==> src/rtl/serial_tx_queue_if.sv <==
// ---------------------------------------------------------------------------
// serial_tx_queue_if: write port and status/serial signals of serial_tx_queue.
// Rev 1.0
// ---------------------------------------------------------------------------
`default_nettype none

interface serial_tx_queue_if #(
  parameter int DATA_W = 8,
  parameter int DEPTH  = 8
) ();
  logic [DATA_W-1:0]       data;
  logic                    we;
  logic                    full;
  logic                    empty;
  logic [$clog2(DEPTH):0]  level;
  logic                    busy;
  logic                    overflow;
  logic                    tx;

  modport master (output data, we,
                  input  full, empty, level, busy, overflow, tx);
  modport slave  (input  data, we,
                  output full, empty, level, busy, overflow, tx);
endinterface

`default_nettype wire

==> src/rtl/serial_tx_queue.sv <==
// ---------------------------------------------------------------------------
// serial_tx_queue: FIFO feeding an LSB-first serial transmitter (start/data/
// [parity]/stop). Even parity enabled by macro SERIAL_TX_PARITY_EN. Rev 1.0
// ---------------------------------------------------------------------------
`default_nettype none

module serial_tx_queue #(
  parameter int DATA_W       = 8,
  parameter int DEPTH        = 8,
  parameter int CLKS_PER_BIT = 4,
  parameter int STOP_BITS    = 1
) (
  input  logic                clk,
  input  logic                rst,
  serial_tx_queue_if.slave    bus
);

  localparam int AW       = $clog2(DEPTH);
  localparam int LW       = AW + 1;
  localparam int STOP_CYC = STOP_BITS * CLKS_PER_BIT;
  localparam int CW       = $clog2(STOP_CYC);
  localparam int BW       = (DATA_W > 1) ? $clog2(DATA_W) : 1;

  localparam logic [CW-1:0] BIT_LAST  = CW'(CLKS_PER_BIT - 1);
  localparam logic [CW-1:0] STOP_LAST = CW'(STOP_CYC - 1);
  localparam logic [BW-1:0] DATA_LAST = BW'(DATA_W - 1);
  localparam logic [LW-1:0] DEPTH_LV  = LW'(DEPTH);

`ifdef SERIAL_TX_PARITY_EN
  typedef enum logic [2:0] {
    IDLE = 3'd0, LOAD = 3'd1, START = 3'd2, DATA = 3'd3, PARITY = 3'd4, STOP = 3'd5
  } state_t;
`else
  typedef enum logic [2:0] {
    IDLE = 3'd0, LOAD = 3'd1, START = 3'd2, DATA = 3'd3, STOP = 3'd5
  } state_t;
`endif

  state_t            state_q, state_d;
  logic [CW-1:0]     cnt_q, cnt_d;
  logic [BW-1:0]     bit_q, bit_d;
  logic [DATA_W-1:0] shreg_q, shreg_d;
  logic              tx_q, tx_d;
  logic              busy_q, busy_d;
  logic [AW-1:0]     wr_ptr_q, wr_ptr_d;
  logic [AW-1:0]     rd_ptr_q, rd_ptr_d;
  logic [LW-1:0]     level_q, level_d;
  logic              ovf_q, ovf_d;
`ifdef SERIAL_TX_PARITY_EN
  logic              par_q, par_d;
`endif

  logic [DATA_W-1:0] mem_q [DEPTH];
  logic [DATA_W-1:0] head;
  logic              full, empty, wr_en, pop;

  assign full  = (level_q == DEPTH_LV);
  assign empty = (level_q == '0);
  assign wr_en = bus.we && !full;
  assign head  = mem_q[rd_ptr_q];

  always_comb begin
    state_d = state_q;
    cnt_d   = cnt_q + 1'b1;
    bit_d   = bit_q;
    shreg_d = shreg_q;
    tx_d    = tx_q;
    pop     = 1'b0;
`ifdef SERIAL_TX_PARITY_EN
    par_d   = par_q;
`endif
    case (state_q)
      IDLE: begin
        cnt_d = '0;
        tx_d  = 1'b1;
        if (!empty) begin
          pop     = 1'b1;
          shreg_d = head;
`ifdef SERIAL_TX_PARITY_EN
          par_d   = ^head;
`endif
          state_d = LOAD;
        end
      end
      LOAD: begin
        cnt_d   = '0;
        tx_d    = 1'b0;
        state_d = START;
      end
      START: begin
        if (cnt_q == BIT_LAST) begin
          cnt_d   = '0;
          bit_d   = '0;
          tx_d    = shreg_q[0];
          state_d = DATA;
        end
      end
      DATA: begin
        if (cnt_q == BIT_LAST) begin
          cnt_d = '0;
          if (bit_q == DATA_LAST) begin
            bit_d   = '0;
`ifdef SERIAL_TX_PARITY_EN
            tx_d    = par_q;
            state_d = PARITY;
`else
            tx_d    = 1'b1;
            state_d = STOP;
`endif
          end else begin
            // Next bit is shifted into position 0; drive it one edge early
            // so tx stays a pure flop output.
            bit_d   = bit_q + 1'b1;
            shreg_d = shreg_q >> 1;
            tx_d    = shreg_q[1];
          end
        end
      end
`ifdef SERIAL_TX_PARITY_EN
      PARITY: begin
        if (cnt_q == BIT_LAST) begin
          cnt_d   = '0;
          tx_d    = 1'b1;
          state_d = STOP;
        end
      end
`endif
      STOP: begin
        if (cnt_q == STOP_LAST) begin
          cnt_d = '0;
          tx_d  = 1'b1;
          if (!empty) begin
            pop     = 1'b1;
            shreg_d = head;
`ifdef SERIAL_TX_PARITY_EN
            par_d   = ^head;
`endif
            state_d = LOAD;
          end else begin
            state_d = IDLE;
          end
        end
      end
      default: begin
        cnt_d   = '0;
        bit_d   = '0;
        tx_d    = 1'b1;
        state_d = IDLE;
      end
    endcase

    busy_d   = (state_d != IDLE);
    wr_ptr_d = wr_en ? wr_ptr_q + 1'b1 : wr_ptr_q;
    rd_ptr_d = pop   ? rd_ptr_q + 1'b1 : rd_ptr_q;
    case ({wr_en, pop})
      2'b10:   level_d = level_q + 1'b1;
      2'b01:   level_d = level_q - 1'b1;
      default: level_d = level_q;
    endcase
    // A dropped write is judged on the pre-pop level.
    ovf_d = ovf_q | (bus.we & full);
  end

  always_ff @(posedge clk or negedge rst) begin
    if (!rst) begin
      state_q  <= IDLE;
      cnt_q    <= '0;
      bit_q    <= '0;
      shreg_q  <= '0;
      tx_q     <= 1'b1;
      busy_q   <= 1'b0;
      wr_ptr_q <= '0;
      rd_ptr_q <= '0;
      level_q  <= '0;
      ovf_q    <= 1'b0;
`ifdef SERIAL_TX_PARITY_EN
      par_q    <= 1'b0;
`endif
    end else begin
      state_q  <= state_d;
      cnt_q    <= cnt_d;
      bit_q    <= bit_d;
      shreg_q  <= shreg_d;
      tx_q     <= tx_d;
      busy_q   <= busy_d;
      wr_ptr_q <= wr_ptr_d;
      rd_ptr_q <= rd_ptr_d;
      level_q  <= level_d;
      ovf_q    <= ovf_d;
`ifdef SERIAL_TX_PARITY_EN
      par_q    <= par_d;
`endif
    end
  end

  // Storage needs no reset: the pointers define which entries are valid.
  always_ff @(posedge clk) begin
    if (wr_en) begin
      mem_q[wr_ptr_q] <= bus.data;
    end
  end

  assign bus.full     = full;
  assign bus.empty    = empty;
  assign bus.level    = level_q;
  assign bus.busy     = busy_q;
  assign bus.overflow = ovf_q;
  assign bus.tx       = tx_q;

endmodule

`default_nettype wire
==> src/flat_wrapper.sv <==
// flat-port wrapper written by rule: the top's interface ports become plain ports
module serial_tx_queue_flat 
#(
  parameter int DATA_W       = 8,
  parameter int DEPTH        = 8,
  parameter int CLKS_PER_BIT = 4,
  parameter int STOP_BITS    = 1
)
  (clk, rst, bus_data, bus_we, bus_full, bus_empty, bus_level, bus_busy, bus_overflow, bus_tx);
  serial_tx_queue_if #(.DATA_W(DATA_W), .DEPTH(DEPTH)) bus_i ();
  input  logic clk;
  input  logic rst;
  input wire logic [$bits(bus_i.data)-1:0] bus_data;
  input wire logic [$bits(bus_i.we)-1:0] bus_we;
  output wire logic [$bits(bus_i.full)-1:0] bus_full;
  output wire logic [$bits(bus_i.empty)-1:0] bus_empty;
  output wire logic [$bits(bus_i.level)-1:0] bus_level;
  output wire logic [$bits(bus_i.busy)-1:0] bus_busy;
  output wire logic [$bits(bus_i.overflow)-1:0] bus_overflow;
  output wire logic [$bits(bus_i.tx)-1:0] bus_tx;
  assign bus_i.data = bus_data;
  assign bus_i.we = bus_we;
  assign bus_full = bus_i.full;
  assign bus_empty = bus_i.empty;
  assign bus_level = bus_i.level;
  assign bus_busy = bus_i.busy;
  assign bus_overflow = bus_i.overflow;
  assign bus_tx = bus_i.tx;
  serial_tx_queue #(.DATA_W(DATA_W), .DEPTH(DEPTH), .CLKS_PER_BIT(CLKS_PER_BIT), .STOP_BITS(STOP_BITS)) u_core (.clk(clk), .rst(rst), .bus(bus_i));
endmodule
==> config.mk <==
export PLATFORM = sky130hd
export DESIGN_NAME = serial_tx_queue_flat
export DESIGN_NICKNAME = d
export VERILOG_FILES = /design/src/rtl/serial_tx_queue_if.sv /design/src/rtl/serial_tx_queue.sv /design/src/flat_wrapper.sv
export SDC_FILE = /design/constraint.sdc
export NUM_CORES = 1
export LEC_CHECK = 0
export ABC_AREA = 1
export BUFFER_PORTS_ARGS = -buffer_cell sky130_fd_sc_hd__buf_2
export CAP_MARGIN = 20
export CORE_UTILIZATION = 55
export DETAILED_ROUTE_END_ITERATION = 10
export PLACE_DENSITY_LB_ADDON = 0.12
export REMOVE_ABC_BUFFERS = 1
export SLEW_MARGIN = 20
export SYNTH_ARGS = -nofsm -noshare
export SYNTH_HDL_FRONTEND = slang
export SYNTH_SLANG_ARGS = --single-unit
==> constraint.sdc <==
create_clock -name clk -period 2 [get_ports clk]
set_input_delay 0.4 -clock clk [delete_from_list [all_inputs] [get_ports clk]]
set_output_delay 0.4 -clock clk [all_outputs]
set_load 0.1 [all_outputs]
==> Flow_metrics.wiki <==
{| class="wikitable"
! Metric !! Value
|-
| Highest signal layer in the routed design || met4
|-
| Crit Path Max Fanout || 4
|-
| # setup viols final || 0
|-
| Number of slew-limit violations in the final report || 0
|-
| Most used flip-flop cell after synthesis || edfxtp_1
|-
| Core region area || 7210 um^2
|-
| Startpoint Class || flop
|-
| Routed length on met2 || 3820 um
|-
| Routed len/inst || 14.5 um
|-
| Detailed Routing Iterations Pass 1 || 5
|-
| IO buf count || 19
|-
| Register-to-register setup slack || 0.07 ns
|-
| Detailed-route vias per instance || 5.08
|-
| Standard-cell rows || 31
|-
| Clock buffer count from CTS || 9
|-
| Slowest cell delay on critical path || 0.41 ns
|-
| Clock-pin slew reported for the worst setup and hold paths after clock tree synthesis || 0.10 ns
|-
| Die footprint || 7770 um^2
|-
| IR Drop Worst-Case VDD || 0.00102 V
|-
| Maximum number of pins on one net before global-route repair || 31
|-
| RSZ-0062 raised after global routing || true
|-
| Dominant cells by area after synthesis || edfxtp_1, dfrtp_1, nand2_1
|-
| Vertical die dimension || 88.2 um
|-
| Met3 wire length || 336 um
|-
| Run status || completed
|-
| WS Path Type || reg -> reg
|-
| Clock buffer depth || 2
|-
| Data arrival time of the critical path || 2.18 ns
|-
| Critical Path Sink Type || flop
|-
| Mapped Avg Cell Area || 10.3 um^2
|-
| Yosys warning count || 0
|-
| Post-synth EDFFs || 64
|-
| Final weighted congestion in routability-driven placement || 0.772
|-
| Min-Delay Path Class || in -> async
|-
| Share of Yosys cell area claimed by the top area cell type || 0.471
|-
| Critical-path top delay cell || dfrtp_1
|-
| Floorplan die width || 88.2 um
|-
| Synth Instances || 395
|-
| Routed length on met1 || 3820 um
|-
| Family with the most delay on the worst path || compound AO/OA/AOI/OAI gates
|-
| Routed wire length || 8050 um
|-
| Top cells by count, synth || nand2_1, edfxtp_1, nand3_1, nor2_1, dfrtp_1
|-
| Sequential fraction of the synthesis area || 0.649
|-
| Final min period || 1.93 ns
|-
| Post-route DRC || 0
|-
| Number of nets with antenna violations after routing || 0
|-
| Hold-fix buffers at CTS || 0
|-
| Worst reg2reg endpoint || u_core.bus.level[3]
|-
| TritonCTS clock tree || built
|-
| Overall global routing resource usage || 0.228
|-
| Normalized max-slew margin || 0.559
|-
| P per Cell Area || 1490 nW/um^2
|-
| Sink Count || 93
|-
| Max-cap violation count || 0
|-
| Share of post-route cells with drive strength above 1 || 0.215
|-
| Top-Level Pins || 20
|-
| Worst path cell trace || inv_2 > nand3_2 > o21ai_2 > nand2_2 > inv_2 > ha_4 > ha_4 > a21oi_4 > nand2_2 > a21oi_2 > o21ai_1 > nand2_1 > nand2_1
|-
| H-Tree Depth || 3
|-
| Antenna diode count || 0
|-
| Top-count cell post-synth || nand2_1
|-
| Worst Skew || 0.0121 ns
|-
| Worst-case hold slack || 0.0616 ns
|-
| Global-route wire length before repair || 12,800 um
|-
| Required arrival time at the worst endpoint || 2.24 ns
|-
| Count of fill cells added during filler insertion || 594
|-
| Clock latency on the worst-skew pair || 0.36 ns
|-
| Number of global-route vias before repair || 2,596
|-
| Number of distinct standard cells referenced by the synthesized netlist || 34
|-
| Endpoints failing hold || 0
|-
| Signed area change from the synthesized netlist to the final layout || 17.6%
|-
| Fin nets || 470
|-
| Final cell utilization of the core || 0.665
|-
| Global route overflow || 0
|-
| Worst setup path endpoint || u_core.bus.level[3]
|-
| Seq cells post-synth || 93
|-
| Cell area after synthesis || 4080 um^2
|-
| Non-filler instance count after layout || 554
|-
| Starting density of the core || 0.566
|-
| Cell at the root of the clock tree || clkbuf_8
|-
| Number of cells on the worst reg-to-reg path || 13
|-
| Crit path depth || 13
|-
| Timing-limited maximum frequency || 0.517 GHz
|-
| Count of vias placed by the detailed router || 2,816
|-
| Number of antenna violations at the first check in global routing || 0
|-
| Static leakage || 2.05 nW
|-
| Synth async-reset ratio || 0.312
|-
| Transition time at the pin with the least slew margin || 0.662 ns
|-
| Launching point of the worst reg2reg path || u_core.state_q[1]
|-
| Timing startpoint of the critical path || u_core.state_q[1]
|-
| Buf/Inv on CP || 2
|-
| Largest area contributor in the synthesized netlist || edfxtp_1
|-
| Final HPWL DP || 5160 um
|-
| Placed instance count || 530
|-
| Period utilisation layout || 0.967
|-
| Count of routing violations after the opening detailed-route iteration || 187
|}
==> per-layer routing <==
| layer | vias to the layer above | global-route usage |
|---|---|---|
| met4 | 0 | 0.0894 |
| met2 | 75 | 0.359 |
| met5 | - | 0 |
| met1 | 1306 | 0.319 |
| met3 | 7 | 0.0377 |
| li1 | 1428 | - |
==> cell usage in the layout, fill, tap and decap left out, types with 3 or more instances in the layout <==
master | Yosys | routed
nand2_2 | 2 | 4
o21ai_0 | 10 | 8
buf_2 | 10 | 17
clkbuf_8 | 0 | 9
xor2_1 | 3 | 3
inv_1 | 25 | 24
edfxtp_1 | 64 | 64
a21oi_1 | 5 | 3
dfrtp_1 | 28 | 28
nor2_1 | 31 | 30
nand3_1 | 62 | 61
buf_4 | 0 | 39
inv_2 | 2 | 3
ha_1 | 8 | 5
nand2_1 | 120 | 118
==> per-stage QoR <==
step	power (mW)	setup WS [ns]	TNS, ns	area, um^2
after detailed placement	5.82	-0.223	-0.244	4470
after global placement	5.75	-0.126	-0.126	4470
after global routing	7.64	-0.0526	-0.0526	4800
final	7.15	0.0661	0	4800
after CTS	7.17	0.00849	0	4770
after floorplan	4.87	-0.668	-23.67	4010
==> timing repair <==
action,CTS,global route
setup endpoints to repair,4,6
pin swaps,3,6
gates cloned,0,0
gates resized for setup,9,8
buffers inserted,8,0
==> sequential cells by signal (all words and copies together) (netlist names) <==
name / flops
u_core.bus.busy: 1
u_core.cnt_q: 2
u_core.wr_ptr_q: 3
u_core.state_q: 3
u_core.rd_ptr_q: 3
u_core.mem_q: 64
u_core.bus.tx: 1
u_core.shreg_q: 8
u_core.bus.level: 4
u_core.bit_q: 3
u_core.bus.overflow: 1
==> kinds of logic (layout without fill, tap and decap cells) <==
kind of cell,after synthesis,after routing,synth area share
AND/OR/NAND/NOR,224,224,0.235
AO/OA/AOI/OAI,23,23,0.0337
buffers and inverters,42,102,0.0444
adder cells (fa/ha/maj),9,9,0.0294
XOR/XNOR,4,4,0.00858
flip-flops,93,93,0.649
==> worst min path at each step <==
stage / from / slack, ns / to / cells past startpoint
2_1_floorplan: rst / 0.10 / u_core.bit_q[0] / 0
5_1_grt: rst / 0.11 / u_core.bit_q[0] / 1
3_3_place_gp: u_core.cnt_q[0] / 0.42 / u_core.cnt_q[0] / 1
3_5_place_dp: u_core.cnt_q[0] / 0.43 / u_core.cnt_q[0] / 1
6_report: rst / 0.06 / u_core.bit_q[2] / 1
4_1_cts: rst / 0.08 / u_core.bit_q[0] / 1
==> where the power goes <==
| part | switching (mW) | leakage [nW] | internal (mW) |
|---|---|---|---|
| logic | 2.15 | 1.02 | 0.998 |
| clock network | 0.688 | 0.101 | 0.605 |
| registers | 0.194 | 0.928 | 2.52 |
==> cell type report <==
type / count / area (um^2) / area share
flip-flops and latches: 93 / 2650 / 0.552
multi-input cells: 260 / 1310 / 0.273
repair buffers: 58 / 405 / 0.0844
clock buffers: 10 / 128 / 0.0266
well taps: 99 / 124 / 0.0258
inverters: 28 / 105 / 0.0219
clock inverters: 6 / 77.6 / 0.0162
Note: power is estimated with default switching activity, not from simulation.
